<file path="config.mk">
export PLATFORM = sky130hd
export DESIGN_NAME = regfile_param
export DESIGN_NICKNAME = d
export VERILOG_FILES = /design/src/rtl/regfile_param.sv
export SDC_FILE = /design/constraint.sdc
export NUM_CORES = 1
export LEC_CHECK = 0
export CORE_ASPECT_RATIO = 1.2
export CORE_MARGIN = 2
export CORE_UTILIZATION = 45
export CTS_CLUSTER_DIAMETER = 60
export CTS_CLUSTER_SIZE = 25
export DETAILED_ROUTE_END_ITERATION = 12
export GPL_TIMING_DRIVEN = 0
export HOLD_SLACK_MARGIN = 0.08
export SYNTH_ARGS = -nofsm -noshare
export SYNTH_HDL_FRONTEND = slang
export SYNTH_SLANG_ARGS = --single-unit
</file>
<file path="constraint.sdc">
create_clock -name clk -period 6.7 [get_ports clk]
set_input_delay 2.01 -clock clk [delete_from_list [all_inputs] [get_ports clk]]
set_output_delay 2.01 -clock clk [all_outputs]
set_load 0.05 [all_outputs]
</file>
<file path="src/rtl/regfile_param.sv">
// regfile_param: parameterised register file, two combinational read ports,
// one write port, and a hardware zero sweep.
//
// A sweep runs after every reset and on each clear_req seen in IDLE. It writes
// zero to one register per cycle, starting at register 0. The sweep lasts
// exactly NREGS cycles. While it runs, busy is high, both read ports return 0,
// and any write is discarded; wr_drop pulses in the following cycle.
//
// Parameters:
//   DATA_W   register width
//   ADDR_W   address width, NREGS = 2**ADDR_W
//   ZERO_REG 1 -> register 0 always reads 0 and ignores writes (no wr_drop)
//
// Ports:
//   clk, rst                         clock, async active-high reset
//   clear_req / busy                 sweep request / sweep in progress
//   reg_write_enable/_addr/_data     write port
//   wr_drop                          registered pulse: previous-cycle write discarded
//   reg_read_addr1/2, reg_data1/2    combinational read ports
//
// Optional build macro REGFILE_BYPASS_EN: an accepted write is forwarded
// to a read port with the same address in the same cycle.
module regfile_param #(
    parameter int DATA_W   = 16,
    parameter int ADDR_W   = 4,
    parameter int ZERO_REG = 0
) (
    input  logic              clk,
    input  logic              rst,
    input  logic              clear_req,
    output logic              busy,
    input  logic              reg_write_enable,
    input  logic [ADDR_W-1:0] reg_write_addr,
    input  logic [DATA_W-1:0] reg_write_data,
    output logic              wr_drop,
    input  logic [ADDR_W-1:0] reg_read_addr1,
    input  logic [ADDR_W-1:0] reg_read_addr2,
    output logic [DATA_W-1:0] reg_data1,
    output logic [DATA_W-1:0] reg_data2
);
    localparam int NREGS = 2**ADDR_W;

    localparam logic [0:0] S_IDLE  = 1'b0;
    localparam logic [0:0] S_CLEAR = 1'b1;

`ifdef REGFILE_BYPASS_EN
    localparam bit BYPASS = 1'b1;
`else
    localparam bit BYPASS = 1'b0;
`endif

    logic [0:0]        state;
    logic [ADDR_W-1:0] clr_cnt;
    logic [DATA_W-1:0] mem [NREGS];

    logic wr_hard0;   // write aimed at the hardwired-zero register
    logic wr_accept;  // write that will land at the next edge

    assign busy      = (state == S_CLEAR);
    assign wr_hard0  = (ZERO_REG != 0) && (reg_write_addr == '0);
    assign wr_accept = reg_write_enable && !busy && !wr_hard0;

    always_ff @(posedge clk or posedge rst) begin
        if (rst) begin
            state   <= S_CLEAR;
            clr_cnt <= '0;
            wr_drop <= 1'b0;
        end else begin
            // Writes to the hardwired-zero register are silently ignored,
            // never reported as dropped.
            wr_drop <= reg_write_enable && busy && !wr_hard0;
            case (state)
                S_CLEAR: begin
                    // clr_cnt wraps back to 0 as the last register is cleared.
                    clr_cnt <= clr_cnt + 1'b1;
                    if (clr_cnt == ADDR_W'(NREGS-1))
                        state <= S_IDLE;
                end
                default: begin
                    if (clear_req) begin
                        state   <= S_CLEAR;
                        clr_cnt <= '0;
                    end
                end
            endcase
        end
    end

    // Storage has no reset. rst only blocks updates, which keeps the
    // FSM holding with no sweep progress and no writes during reset.
    always_ff @(posedge clk) begin
        if (!rst) begin
            if (busy)
                mem[clr_cnt] <= '0;
            else if (wr_accept)
                mem[reg_write_addr] <= reg_write_data;
        end
    end

    always_comb begin
        reg_data1 = mem[reg_read_addr1];
        if (busy || ((ZERO_REG != 0) && reg_read_addr1 == '0))
            reg_data1 = '0;
        else if (BYPASS && wr_accept && reg_write_addr == reg_read_addr1)
            reg_data1 = reg_write_data;
    end

    always_comb begin
        reg_data2 = mem[reg_read_addr2];
        if (busy || ((ZERO_REG != 0) && reg_read_addr2 == '0))
            reg_data2 = '0;
        else if (BYPASS && wr_accept && reg_write_addr == reg_read_addr2)
            reg_data2 = reg_write_data;
    end

endmodule

</file>
======== Yosys cells after proc, flatten, opt, wreduce, memory -nomap -nowiden ========
Memories as Yosys holds them, arrays and structs flattened.
Index checks and enable logic that the tools add are counted.
storage, ports and cells
  logic and storage cells ................. 28
  bits of input ports ..................... 32
  bits in latches ......................... 0
  bits in writable memories ............... 256
  register bits after elaboration ......... 6
  ROM bits ................................ 0
  memories ................................ 1
  output and inout port bits .............. 34
memories
  memory  words  width  rd ports  clocked after memory_dff  wr ports  RTL line  RTL
  mem     16     16     2         0                         1         54        logic [DATA_W-1:0] mem [NREGS];
cells by class
  eq/ne operators ......................... 1
  multiply operators ...................... 0
  $lt $le $gt $ge ......................... 0
  reduce and logical (&&, ||, !) cells .... 5
  shift-type cells ........................ 0
  bitwise gates (word level) .............. 0
  add/sub/neg operators ................... 1
  div/mod/pow operators ................... 0
  muxes and demuxes ....................... 17
operators by type and width
  kind                   count
  $mux W16               3
  $reduce_or A16 Y1      1
  $mux W4                3
  $mux W1                11
  $add A4 B1 Y4 const B  1
  $eq A4 B4 Y1 const B   1
  $logic_and A1 B1 Y1    2
  $reduce_bool A2 Y1     1
  $logic_not A1 Y1       1

======== Logic depth before layout (Yosys ltp) ========
Gate-level depths: netlist of the first run.
  depth in word-level cells ............... 8
  gate-level depth with buffers ........... 8
  gate-level depth less buffers ........... 4

======== Worst setup path before layout of the first run ========
No wires, ideal clock.
  path type ............................... input port to output port
  from .................................... input reg_read_addr2[0]
  to ...................................... output reg_data2[15]
  arrival ................................. 3.951 ns
  cell stages on the path ................. 6
  data required time ...................... 4.690 ns
  path slack .............................. 0.739 ns
  buffers on the path ..................... 3
  cell sequence ........................... buf_4 -> buf_6 -> buf_6 -> mux2i_1 -> a22o_1 -> o31ai_1
on the way
  word-level cells in the longest chain between the ends .. 2
RTL lines
  item             RTL line  RTL
  from (decl)      37        input logic [ADDR_W-1:0] reg_read_addr2,
  $mem_v2 Z16 W16  n/a
  $mux W16         110       if (busy || ((ZERO_REG != 0) && reg_read_addr2 == '0))
  to (decl)        39        output logic [DATA_W-1:0] reg_data2
Every way passes these cells.

======== Worst setup path after layout of the first run ========
  from .................................... input reg_read_addr2[3]
  to ...................................... output reg_data2[14]
Same word-level chain as after synthesis.

==> results of run 1 <==
-- sequential cells by signal, summed over array words and instances (netlist names) --
register	flops
busy	1
wr_drop	1
mem	256
clr_cnt	4
-- area by class of cell --
| cell class | instances | area [um2] | area share, % |
|---|---|---|---|
| Tap cell | 379 | 474 | 3.19 |
| Inverter | 4 | 15.0 | 0.101 |
| Clock inverter | 15 | 180 | 1.21 |
| Sequential cell | 262 | 7840 | 52.7 |
| Buffer | 60 | 473 | 3.18 |
| Timing Repair Buffer | 77 | 922 | 6.19 |
| Multi-Input combinational cell | 488 | 4460 | 29.9 |
| Clock buffer | 21 | 526 | 3.53 |
-- per-stage QoR --
stage               power, W  cell area, um2  util [%]
floorplan            0.00255           12700         -
global placement     0.00285           13800      49.6
detailed placement   0.00293           14100      50.8
CTS                  0.00419           14900      53.4
global route         0.00432           14900      53.5
finish               0.00418           14900      53.5
-- where the power goes --
part           internal, W  switching, W  total (W)
logic             0.000307      0.000567   0.000874
clock network     0.000625      0.000667    0.00129
registers          0.00194     0.0000700    0.00201
-- cells by family (layout without fill, tap and decap cells) --
kind of cell,Yosys count,after routing
buffers and inverters,64,177
adders and majority gates,1,1
DFF,262,262
and+or+nand+nor,131,131
AOI/OAI and AO/OA,142,142
muxes,214,214
-- layer usage --
| layer | vias up | GRT usage (%) | wire [um] |
|---|---|---|---|
| met5 | - | 0 | 0 |
| met4 | 0 | 9.83 | 1420 |
| met3 | 77 | 3.35 | 2870 |
| met2 | 364 | 43.6 | 18600 |
| met1 | 4078 | 35.3 | 15300 |
| li1 | 3485 | - | - |
-- worst max-delay path, cell delays in order --
cell	delay (ps)
clkdlybuf4s50_1	520
nand2b_1	220
clkbuf_1	390
a221oi_1	370
o21ai_1	200
nand2_1	130
clkdlybuf4s50_1	800
-- Yosys cell counts, drive strengths merged, types with 3 or more instances --
cell type / number / area [um2]
and2: 19 / 119
inv: 4 / 15.0
a21oi: 19 / 98.9
nor3b: 3 / 33.8
o221ai: 14 / 123
nand2: 41 / 154
mux2i: 152 / 1520
nand3: 19 / 95.1
nor2: 23 / 93.8
dfrtp: 5 / 125
buf: 36 / 363
a31oi: 4 / 25.0
mux4: 46 / 1060
o21ai: 33 / 165
a22oi: 52 / 390
nand2b: 16 / 100
edfxtp: 256 / 7690
mux2: 16 / 180
clkbuf: 24 / 90.1
a221oi: 15 / 131
nor2b: 5 / 31.3
-- path summary, 6_finish.rpt --
check                                endpoint  slack [ps]  depth (start not counted)
max in group asynchronous                busy        4590                          2
worst min-delay path               clr_cnt[3]         550                          1
worst max-delay path            reg_data2[14]          40                          7
min in group asynchronous             wr_drop        1860                          2
worst max register to register      mem[5][0]        4180                          6
worst min register to register     clr_cnt[3]         550                          1
-- repair_timing --
action,4_1_cts,5_1_grt
hold endpoints to repair,0,0
setup endpoints to repair,32,16
gates cloned,0,0
resized for setup,24,17
==> results.py, run 1 <==
metrics = {
    "status": {
        "status": "finished clean",
    },
    "cells_and_area": {
        "mostFrequentLayoutCells": "edfxtp_1 (256), mux2i_1 (152), a22oi_1 (52)",
        "final_common_cell": "edfxtp_1",
        "nNetsFinal": 946,
        "final_cells": 1306,
        "drive_above_1_share_pct": 17.9,
        "filler_cell_count": 2347,
        "n_antenna_cell": 0,
        "area_growth_pct": 17.0,
    },
    "global_routing": {
        "grt_first_pass_wirelength_um": 54800,
        "grt_start_max_net_pins": 26,
        "grt_overflow": 0,
        "antenna_found_initial": 0,
        "grt_pass1_vias": 8163,
        "track_usage_pct": 26.2,
    },
    "floorplan": {
        "io_pins": 66,
        "die_area_um2": 29600,
        "die_h_um": 188,
        "die_w_um": 157,
        "start_util_pct": 45.7,
        "rows": 67,
        "core_um2": 27800,
    },
    "worst_setup_path": {
        "cp.required_ps": 4690,
        "cp_max_fo": 10,
        "cp-start-kind": "input port",
        "end_kind": "primary output",
        "startpoint": "reg_read_addr2[3]",
        "path_class": "in -> out",
        "rr_startpoint": "busy",
        "cp.arrival_ps": 4650,
    },
    "timing": {
        "timing.setup.tns_ps": 0,
        "slew_viol_final": 0,
        "setup_violations": 0,
        "fmax_ghz": 0.150,
        "rsz0062_at_grt": "false",
        "post-route-period-util_pct": 99.4,
        "hold_violations": 0,
        "worstMarginPinSlew_ps": 960,
        "post-route-min-period_ps": 6660,
        "fin_skew_ps": 22.0,
        "relSlewSlack_pct": 36.0,
        "finalWorstSetupSlack_ps": 39.8,
        "hold_ws_ps": 546,
    },
    "synth": {
        "syn_area_per_cell_um2": 15.6,
        "synth-adder-area-share_pct": 0.0984,
        "yosys.area_share.simple_pct": 5.19,
        "synthXorXnorAreaFrac_pct": 0,
        "ys.flop_type": "edfxtp_1",
        "synth-seq-cells": 262,
        "syn-cell-area_um2": 12700,
        "syn-num-nets": 847,
        "synth_cell_types": 44,
        "synth-edff-count": 256,
        "synth_top_family_by_area": "multiplexers",
        "yosys_warnings": 0,
        "ys_seq_area_share_pct": 61.6,
        "synthArstFlopShare_pct": 2.29,
        "syn_inst": 814,
        "synthMuxAreaShare_pct": 21.7,
        "synth-compound-area-share_pct": 7.69,
    },
    "cts": {
        "clock-sinks": 262,
        "clock_latency_ps": 530,
        "hold_buffers": 0,
        "post_cts_buffers": 0,
        "cts_buffers": 20,
        "cts_root_buf": "clkbuf_16",
        "ctsHtreeMaxLevel": 1,
        "path_clk_slew_ps": 90,
        "clock_path_buffers": 3,
        "cts_tree": "built",
    },
    "drt": {
        "finalWirelength_um": 38200,
        "wl_per_cell_um": 29.2,
        "postRouteAntennaNets": 0,
        "dr.pass1.iters": 5,
        "drt-initial-drc-count": 789,
        "route.detailed.drc": 0,
        "num_vias": 8004,
        "avgViaCountPerCell": 6.13,
    },
    "place": {
        "dpl.cell_count": 1270,
        "place.gp.congestion": 0.855,
        "io_buffers": 61,
        "place_ws_ps": -424,
        "place_hpwl_um": 26600,
    },
    "pwr": {
        "vdd_ir_drop_max_v": 0.000200,
        "power_density_nw_per_um2": 281,
        "p_leak_nw": 5.75,
    },
    "flow_run": {
        "drv_cap": 0,
    },
    "worst_hold_path": {
        "min-delay-start": "clr_cnt[3]",
        "hp-class": "reg -> reg",
    },
}
Power figures use the tool's default switching activity.
==> inputs of run 2 (changes only) <==
--- a/config.mk
+++ b/config.mk
@@ -5,6 +5,7 @@
 export SDC_FILE = /design/constraint.sdc
 export NUM_CORES = 1
 export LEC_CHECK = 0
+export CAP_MARGIN = 25
 export CORE_ASPECT_RATIO = 1.2
 export CORE_MARGIN = 2
 export CORE_UTILIZATION = 45
==> run 2 against run 1 <==
  * Global-route usage about the same
  * First-iteration DRC count grew 2.5%
  * Sequential share of layout area down 0.066 points
  * Routed wire length is essentially flat
  * Die area unchanged
  * Combinational power about the same
  * Total power grew 0.15%
  * Register-to-register slack barely moved
  * Design area is 0.13% higher
  * Sequential power barely moved
  * Final cell count did not move
  * Highest routed layer unchanged
  * Clock power about the same
==> results.py, run 2 (same netlist as run 1, synthesis figures left out) <==
metrics = {
    "drt": {
        "avgViaCountPerCell": 6.17,
        "dr.pass1.iters": 5,
        "wl_per_cell_um": 29.2,
        "drt-initial-drc-count": 809,
        "postRouteAntennaNets": 0,
        "route.detailed.drc": 0,
        "num_vias": 8061,
        "finalWirelength_um": 38200,
    },
    "pwr": {
        "vdd_ir_drop_max_v": 0.000194,
        "power_density_nw_per_um2": 281,
        "power_w": 0.00419,
        "p_leak_nw": 5.82,
    },
    "cts": {
        "clock_latency_ps": 530,
        "clock-sinks": 262,
        "clock_path_buffers": 3,
        "cts_tree": "built",
        "post_cts_buffers": 0,
        "ctsHtreeMaxLevel": 1,
        "path_clk_slew_ps": 90,
        "cts_root_buf": "clkbuf_16",
        "cts_buffers": 20,
    },
    "worst_hold_path": {
        "min-delay-start": "clr_cnt[3]",
        "min_to": "clr_cnt[3]",
        "hp-class": "reg -> reg",
        "min_path_cells": 1,
    },
    "worst_setup_path": {
        "cp_max_fo": 10,
        "startpoint": "reg_read_addr1[1]",
        "cp.arrival_ps": 4680,
        "rr_startpoint": "busy",
        "r2r_slack_ps": 4180,
        "r2r-end": "mem[5][5]",
        "cp-start-kind": "input port",
        "reg2regPathDepth": 5,
        "end_kind": "primary output",
        "path_class": "in -> out",
        "cp.required_ps": 4690,
    },
    "floorplan": {
        "die_w_um": 157,
        "rows": 67,
        "core_um2": 27800,
        "io_pins": 66,
        "die_h_um": 188,
        "start_util_pct": 45.7,
        "die_area_um2": 29600,
    },
    "timing": {
        "setup_violations": 0,
        "relSlewSlack_pct": 37.0,
        "post-route-min-period_ps": 6690,
        "finalWorstSetupSlack_ps": 13.0,
        "timing.setup.tns_ps": 0,
        "hold_ws_ps": 550,
        "worstMarginPinSlew_ps": 945,
        "rsz0062_at_grt": "false",
        "slew_viol_final": 0,
        "post-route-period-util_pct": 99.8,
        "hold_violations": 0,
        "fmax_ghz": 0.150,
        "fin_skew_ps": 15.0,
    },
    "cells_and_area": {
        "multiInputGateArea_um2": 4460,
        "drive_above_1_share_pct": 17.9,
        "area_growth_pct": 17.2,
        "final_common_cell": "edfxtp_1",
        "finish.utilization_pct": 53.6,
        "nNetsFinal": 946,
        "largest_reg_flops": 256,
        "n_antenna_cell": 0,
        "mostFrequentLayoutCells": "edfxtp_1 (256), mux2i_1 (152), a22oi_1 (52)",
        "reg_top3": "mem: 256 flops, clr_cnt: 4 flops",
        "filler_cell_count": 2326,
        "top_register": "mem",
        "seq_area_um2": 7840,
    },
    "global_routing": {
        "grt_first_pass_wirelength_um": 54800,
        "grt_busiest_layer": "met2",
        "grt_pass1_vias": 8134,
        "grt_start_max_net_pins": 26,
        "antenna_found_initial": 0,
        "grt_overflow": 0,
        "met1_usage_pct": 34.8,
        "use_met2_pct": 43.5,
        "track_usage_pct": 26.2,
        "use_met3_pct": 3.42,
    },
    "place": {
        "place_hpwl_um": 26600,
        "place.gp.congestion": 0.855,
        "io_buffers": 61,
        "place_ws_ps": -422,
    },
    "status": {
        "status": "finished clean",
    },
    "flow_run": {
        "drv_cap": 0,
    },
}
run 2: changes by cell type in the layout (fill, tap and decap cells not counted):
cell / previous run / this run
dlymetal6s2s_1: 13 / 17
clkdlybuf4s50_1: 39 / 37
clkinv_8: 1 / 3
dlygate4sd2_1: 9 / 7
clkinvlp_4: 1 / 0
inv_12: 4 / 3
inv_6: 3 / 4
inv_8: 2 / 1
run 2: where the power goes:
group | internal [W] | switching [W] | total (W) | leakage [nW]
clock | 0.000624 | 0.000672 | 0.00130 | 0.347
sequential | 0.00194 | 0.0000688 | 0.00201 | 2.62
combinational | 0.000308 | 0.000568 | 0.000877 | 2.85
total | 0.00288 | 0.00131 | 0.00419 | 5.82
run 2: area by class of cell:
type / count / share of cell area [%]
tap: 379 / 3.18
clock inverter: 15 / 1.25
buffer: 60 / 3.17
timing repair buffer: 77 / 6.27
multi-input combinational: 488 / 29.9
inverter: 4 / 0.101
clock buffer: 21 / 3.53
sequential: 262 / 52.6
run 2: per-layer routing:
layer	share of wire (%)	wire [um]
met5	0	0
met1	40	15200
met3	7.2	2760
met4	4.4	1670
met2	49	18600
run 2: how the worst max path moves through the flow:
stage                     to  slack [ps]  depth (start not counted)
2_1_floorplan  reg_data2[15]         740                          6
3_3_place_gp    reg_data2[2]        -430                          8
3_5_place_dp    reg_data2[2]        -420                          8
4_1_cts         reg_data2[5]           1                          8
5_1_grt         reg_data1[2]           6                          7
6_report        reg_data1[2]          10                          7
run 2: what timing repair did:
action                                 CTS  global route
gates resized for setup                 23            19
endpoints found under the hold margin    0             0
setup endpoints to repair               32            18
hold buffers                             0             0
run 2: stage by stage:
step                instance area (um2)  cells
detailed placement                14100   1270
finish                            14900   1306
floorplan                         12700    814
CTS                               14900   1306
global route                      14900   1306
global placement                  13800   1254
run 2: critical path, stage by stage:
cell,delay [ps]
clkdlybuf4s50_1,720
nor2_1,190
clkbuf_2,310
a22oi_1,230
nand2_1,140
o21ai_1,210
clkdlybuf4s50_1,840
